==> config.mk <==
export PLATFORM = sky130hd
export DESIGN_NAME = uart_cmd_arb
export DESIGN_NICKNAME = d
export VERILOG_FILES = /design/src/rtl/uart_cmd_arb.sv
export SDC_FILE = /design/constraint.sdc
export NUM_CORES = 1
export LEC_CHECK = 0
export BUFFER_PORTS_ARGS = -buffer_cell sky130_fd_sc_hd__buf_4
export CAP_MARGIN = 0
export CORE_ASPECT_RATIO = 0.5
export CORE_UTILIZATION = 25
export DETAILED_ROUTE_END_ITERATION = 16
export MAX_ROUTING_LAYER = met4
export SYNTH_ARGS = -nofsm -noshare
export SYNTH_HDL_FRONTEND = slang
export SYNTH_SLANG_ARGS = --single-unit
==> constraint.sdc <==
create_clock -name clk -period 1.15 [get_ports clk]
set_input_delay 0.1725 -clock clk [delete_from_list [all_inputs] [get_ports clk]]
set_output_delay 0.1725 -clock clk [all_outputs]
set_load 0.01 [all_outputs]
==> src/rtl/uart_cmd_arb.sv <==
// -----------------------------------------------------------------------------
// uart_cmd_arb
//
// Round-robin arbiter that shares one uart command port among NREQ client
// blocks and routes each uart read return back to the client that issued
// the read. Exactly one command is in flight at a time.
//
// Parameters
//   NREQ        number of requesters (2..4)
//   RD_TIMEOUT  WAIT_RD cycles before a read is aborted (timeout build only)
//
// Optional feature
//   UART_ARB_TIMEOUT_EN  when defined, a read that gets no read_rdy within
//                        RD_TIMEOUT cycles is aborted and answered with
//                        resp_err = 1, resp_data = 8'hFF. When undefined,
//                        WAIT_RD waits indefinitely and resp_err is 0.
//
// Ports
//   clk, rst_n      clock, synchronous active-low reset
//   req_cmd/vld     per-requester 16-bit command (slice i = [16*i+15:16*i])
//   req_rdy         combinational accept pulse to the granted requester
//   resp_data/vld   read return data and one-hot owner pulse
//   resp_err        read aborted by timeout (qualified by resp_vld)
//   busy            arbiter not in IDLE
//   cmd_in/vld/rdy  command handshake towards the uart
//   read_rdy/data   read return from the uart (single-cycle pulse)
// -----------------------------------------------------------------------------
module uart_cmd_arb #(
   parameter int NREQ       = 2,
   parameter int RD_TIMEOUT = 50000
) (
   input  logic                 clk,
   input  logic                 rst_n,
   input  logic [NREQ*16-1:0]   req_cmd,
   input  logic [NREQ-1:0]      req_vld,
   output logic [NREQ-1:0]      req_rdy,
   output logic [7:0]           resp_data,
   output logic [NREQ-1:0]      resp_vld,
   output logic                 resp_err,
   output logic                 busy,
   output logic [15:0]          cmd_in,
   output logic                 cmd_vld,
   input  logic                 cmd_rdy,
   input  logic                 read_rdy,
   input  logic [7:0]           read_data
);

   localparam int GW = (NREQ > 2) ? 2 : 1;

   typedef enum logic [1:0] {
      IDLE    = 2'd0,
      ISSUE   = 2'd1,
      WAIT_RD = 2'd2
   } state_t;

   state_t          state_q, state_d;
   logic [GW-1:0]   rr_ptr_q, rr_ptr_d;
   logic [GW-1:0]   grant_q, grant_d;
   logic [15:0]     cmd_in_q, cmd_in_d;
   logic            cmd_vld_q, cmd_vld_d;
   logic [NREQ-1:0] resp_vld_q, resp_vld_d;
   logic [7:0]      resp_data_q, resp_data_d;

`ifdef UART_ARB_TIMEOUT_EN
   logic            resp_err_q, resp_err_d;
   logic [15:0]     tmo_cnt_q, tmo_cnt_d;
`endif

   // Unpack the flat command bus into one word per requester.
   logic [15:0] cmd_arr [NREQ];

   genvar gi;
   generate
      for (gi = 0; gi < NREQ; gi++) begin : g_unpack
         assign cmd_arr[gi] = req_cmd[16*gi+15 : 16*gi];
      end
   endgenerate

   // Round-robin search: first valid requester at or after rr_ptr, wrapping.
   logic          found;
   logic [GW-1:0] gsel;
   logic [GW-1:0] idx;

   always_comb begin
      found = 1'b0;
      gsel  = '0;
      idx   = rr_ptr_q;
      for (int k = 0; k < NREQ; k++) begin
         if (!found && req_vld[idx]) begin
            found = 1'b1;
            gsel  = idx;
         end
         idx = (idx == GW'(NREQ - 1)) ? '0 : idx + 1'b1;
      end
   end

   // The accept pulse is combinational so the command transfers in the same
   // cycle as the grant; it is masked during reset so a held request is not
   // acknowledged while the arbiter is being cleared.
   always_comb begin
      req_rdy = '0;
      if (rst_n && (state_q == IDLE) && found) begin
         req_rdy[gsel] = 1'b1;
      end
   end

   always_comb begin
      state_d     = state_q;
      rr_ptr_d    = rr_ptr_q;
      grant_d     = grant_q;
      cmd_in_d    = cmd_in_q;
      cmd_vld_d   = cmd_vld_q;
      resp_vld_d  = '0;
      resp_data_d = resp_data_q;
`ifdef UART_ARB_TIMEOUT_EN
      resp_err_d  = resp_err_q;
      tmo_cnt_d   = tmo_cnt_q;
`endif
      case (state_q)
         IDLE: begin
            if (found) begin
               cmd_in_d  = cmd_arr[gsel];
               cmd_vld_d = 1'b1;
               grant_d   = gsel;
               rr_ptr_d  = (gsel == GW'(NREQ - 1)) ? '0 : gsel + 1'b1;
               state_d   = ISSUE;
            end
         end
         ISSUE: begin
            if (cmd_rdy) begin
               cmd_vld_d = 1'b0;
               // Only reads (bit 15 set) expect a return from the uart.
               state_d   = cmd_in_q[15] ? WAIT_RD : IDLE;
`ifdef UART_ARB_TIMEOUT_EN
               tmo_cnt_d = '0;
`endif
            end
         end
         WAIT_RD: begin
            if (read_rdy) begin
               resp_data_d         = read_data;
               resp_vld_d[grant_q] = 1'b1;
`ifdef UART_ARB_TIMEOUT_EN
               resp_err_d          = 1'b0;
`endif
               state_d             = IDLE;
            end
`ifdef UART_ARB_TIMEOUT_EN
            else if (tmo_cnt_q == 16'(RD_TIMEOUT - 1)) begin
               resp_data_d         = 8'hFF;
               resp_vld_d[grant_q] = 1'b1;
               resp_err_d          = 1'b1;
               state_d             = IDLE;
            end else begin
               tmo_cnt_d = tmo_cnt_q + 16'd1;
            end
`endif
         end
         default: begin
            state_d   = IDLE;
            cmd_vld_d = 1'b0;
         end
      endcase
   end

   always_ff @(posedge clk) begin
      if (!rst_n) begin
         state_q     <= IDLE;
         rr_ptr_q    <= '0;
         grant_q     <= '0;
         cmd_in_q    <= '0;
         cmd_vld_q   <= 1'b0;
         resp_vld_q  <= '0;
         resp_data_q <= '0;
`ifdef UART_ARB_TIMEOUT_EN
         resp_err_q  <= 1'b0;
         tmo_cnt_q   <= '0;
`endif
      end else begin
         state_q     <= state_d;
         rr_ptr_q    <= rr_ptr_d;
         grant_q     <= grant_d;
         cmd_in_q    <= cmd_in_d;
         cmd_vld_q   <= cmd_vld_d;
         resp_vld_q  <= resp_vld_d;
         resp_data_q <= resp_data_d;
`ifdef UART_ARB_TIMEOUT_EN
         resp_err_q  <= resp_err_d;
         tmo_cnt_q   <= tmo_cnt_d;
`endif
      end
   end

   assign cmd_in    = cmd_in_q;
   assign cmd_vld   = cmd_vld_q;
   assign resp_vld  = resp_vld_q;
   assign resp_data = resp_data_q;
   assign busy      = (state_q != IDLE);

`ifdef UART_ARB_TIMEOUT_EN
   assign resp_err  = resp_err_q;
`else
   assign resp_err  = 1'b0;
`endif

endmodule

==> out/metrics.cfg <==
[synth]
synth_area_sq_um=1490
synthTopCellsByArea=dfxtp_1 (42%), o311a_1 (11%), a21boi_0 (8.1%)
synth_largest_area_cell=dfxtp_1
ys_types=30
syn_area_per_cell_sq_um=9.79
syn-num-nets=198
ys.warnings.count=0
ys_seq_area_share_pct=41.7
yosys.area.top_type_share_pct=41.7
synth_seq_cells=31
synthCells=152

[clocking]
cts_hold_buf=0
cts-root-buf=clkbuf_16
cts_tree=done
clock_latency_ns=0.27
htreeDepth=2
numCtsBuffers=5
clock_path_buffers=2
tritoncts_num_sinks=31
clk_pin_slew_ns=0.05

[power]
p_leak_nw=1.31
total_power_mw=3.30
clock_power_share_pct=36.1
cellPowerDensity_nw_per_um2=1220
p_sw_share_pct=24.7
pwr-share-seq_pct=36.4
switchingPower_mw=0.817
power.internal_mw=2.49
power_frac_comb_pct=27.6
irDropWorstVdd_v=0.000613

[flow_run]
cap_violations=0

[worst_hold_path]
hp-class=in2reg

[placed_design]
dpl.hpwl_um=3010
port_buffers=75
placed_area_sq_um=2280
dpl.cell_count=300
routabilityCongestion=0.680

[timing]
maxClockFrequency_ghz=0.734
hold_viol=0
timing.clock.skew_ns=0.00438
setup_slack_ns=-0.212
rsz0062_at_grt=yes
finalCritPeriodShare_pct=118
final-setup-viol-count=30
drv_slew=0
setup-tns-final_ns=-3.57
min_period_ns=1.36

[worst_setup_path]
crit_type=reg2reg
cp-end-kind=flip-flop
critPathMaxFanout=5
crit_path_start_kind=flip-flop
arrival_ns=1.51
worstPathRequired_ns=1.30

[floorplan]
core_area_sq_um=5610
fp.dieW_um=111
fp.dieH_um=56.5
io_pins=77
initial_utilization_pct=26.5
dieArea_sq_um=6280
num_rows=19

[run_status]
violations=design-rule violations, negative setup slack
run_status=complete, but fails checks

[routing]
wirelength_um=4760
dr.pass1.iters=10
drt-initial-drc-count=65
post_drt_wl_per_cell_um=14.7
num_vias=1544
postRouteAntennaNets=0
drc_errors=4
viasPerCell=4.77

[layout]
fillers=532
stdcell_area_sq_um=2720
syn_to_final_growth_pct=82.5
fin_cells=324
drive_gt1_share_pct=54.2
layout.nets=297
fin_util_pct=48.4
antennaDiodeCount=0

[global_routing]
grt_use_met1_pct=20.5
antenna_found_initial=0
top_usage_layer=met2
grtUsageMet3_pct=3.02
grt_pass1_vias=1626
grt_max_degree=18
gr-total-overflow=0
grt.total_usage_pct=16.2
grt_first_pass_wirelength_um=7740
use_met2_pct=26.7

-- final cells by class --
| class | count | area [sq um] | share of cell area (%) |
|---|---|---|---|
| Clock buffer | 7 | 133 | 4.88 |
| Inverter | 3 | 27.5 | 1.01 |
| Multi-Input combinational cell | 104 | 868 | 32.0 |
| Sequential cell | 31 | 629 | 23.2 |
| Tap cell | 73 | 91.3 | 3.36 |
| Timing Repair Buffer | 106 | 966 | 35.6 |
-- worst max-delay path: stages, from the launching register on --
cell     delay, ns
dfxtp_4       0.34
nor2_4        0.15
o21ai_4       0.10
buf_6         0.15
buf_6         0.11
buf_12        0.12
o311a_1       0.28
-- routing by layer --
metal / vias up / wire [um]
met5: - / 0
met4: 0 / 49
met3: 7 / 137
met2: 34 / 2330
met1: 735 / 2240
li1: 768 / -
-- cell usage after synthesis, drive strengths merged --
cell,n
nand2b,1
or3b,1
nor3,3
buf,11
a21boi,16
o21ai,3
nand3b,1
nand3,1
a2111oi,1
a21oi,4
and3,16
nand4b,1
mux2i,8
nand2,1
a211oi,1
clkbuf,4
inv,2
dfxtp,31
o21bai,16
conb,1
o311a,16
a311oi,1
clkinv,1
nor2,11
-- cells in the final DEF (no fill, tap or decap), types with 2 or more instances in the layout --
master	Yosys	final
buf_4	4	87
dfxtp_1	31	28
a21boi_0	16	16
o21bai_1	16	16
o311a_1	16	16
buf_6	3	10
and3_4	0	8
mux2i_1	8	8
nor2_1	9	8
and3_1	16	8
clkbuf_16	0	6
buf_12	0	6
a21oi_1	4	3
nand2b_4	0	2
nor2_2	1	2
nor3_2	0	2
clkbuf_1	4	2
buf_16	0	2
dfxtp_4	0	2
-- timing repair --
| item | CTS | global route |
|---|---|---|
| pin swaps | 31 | 6 |
| cloned | 4 | 1 |
| gates resized for setup | 23 | 5 |
| setup endpoints to repair | 20 | 31 |
| setup buffers | 11 | 2 |
-- through the flow --
step                hold slack (ns)  setup WS (ns)
finish                        0.120         -0.212
CTS                           0.119         -0.223
detailed placement            0.388         -0.139
global placement              0.389         -0.114
global route                  0.132         -0.251
floorplan                     0.282        -0.0304
-- cell families after synthesis --
group / after synthesis / share of synthesized area [%]
compound gates: 58 / 31.2
flops: 31 / 41.7
simple gates: 36 / 14.0
other cells: 1 / 0.252
mux: 8 / 5.38
buf+inv: 18 / 7.40
-- path summary, 6_finish.rpt --
path / from / end / slack, ns / cells after the start
setup / recovery: state_q[1]$_SDFFE_PN0P_ / cmd_in[6]$_SDFFE_PN0P_ / -0.21 / 6
hold / removal: cmd_rdy / state_q[0]$_SDFFE_PN0P_ / 0.12 / 2
setup reg to reg: state_q[1]$_SDFFE_PN0P_ / cmd_in[6]$_SDFFE_PN0P_ / -0.21 / 6
hold reg to reg: cmd_vld$_SDFFE_PN0P_ / cmd_vld$_SDFFE_PN0P_ / 0.47 / 2
-- flip-flops by register name (all words and copies together) (netlist names) --
register / flops
cmd_in: 16
cmd_vld: 1
grant_q: 1
resp_data: 8
resp_vld: 2
rr_ptr_q: 1
state_q: 2
-- power groups by stage --
| stage | Sequential, mW | Combinational, mW | Clock (mW) |
|---|---|---|---|
| floorplan | 1.25 | 0.338 | 0 |
| global placement | 1.22 | 0.689 | 0 |
| detailed placement | 1.22 | 0.699 | 0 |
| CTS | 1.20 | 0.903 | 1.23 |
| global route | 1.21 | 0.974 | 1.30 |
| finish | 1.20 | 0.911 | 1.19 |
Note: power is estimated with default switching activity, not from simulation.
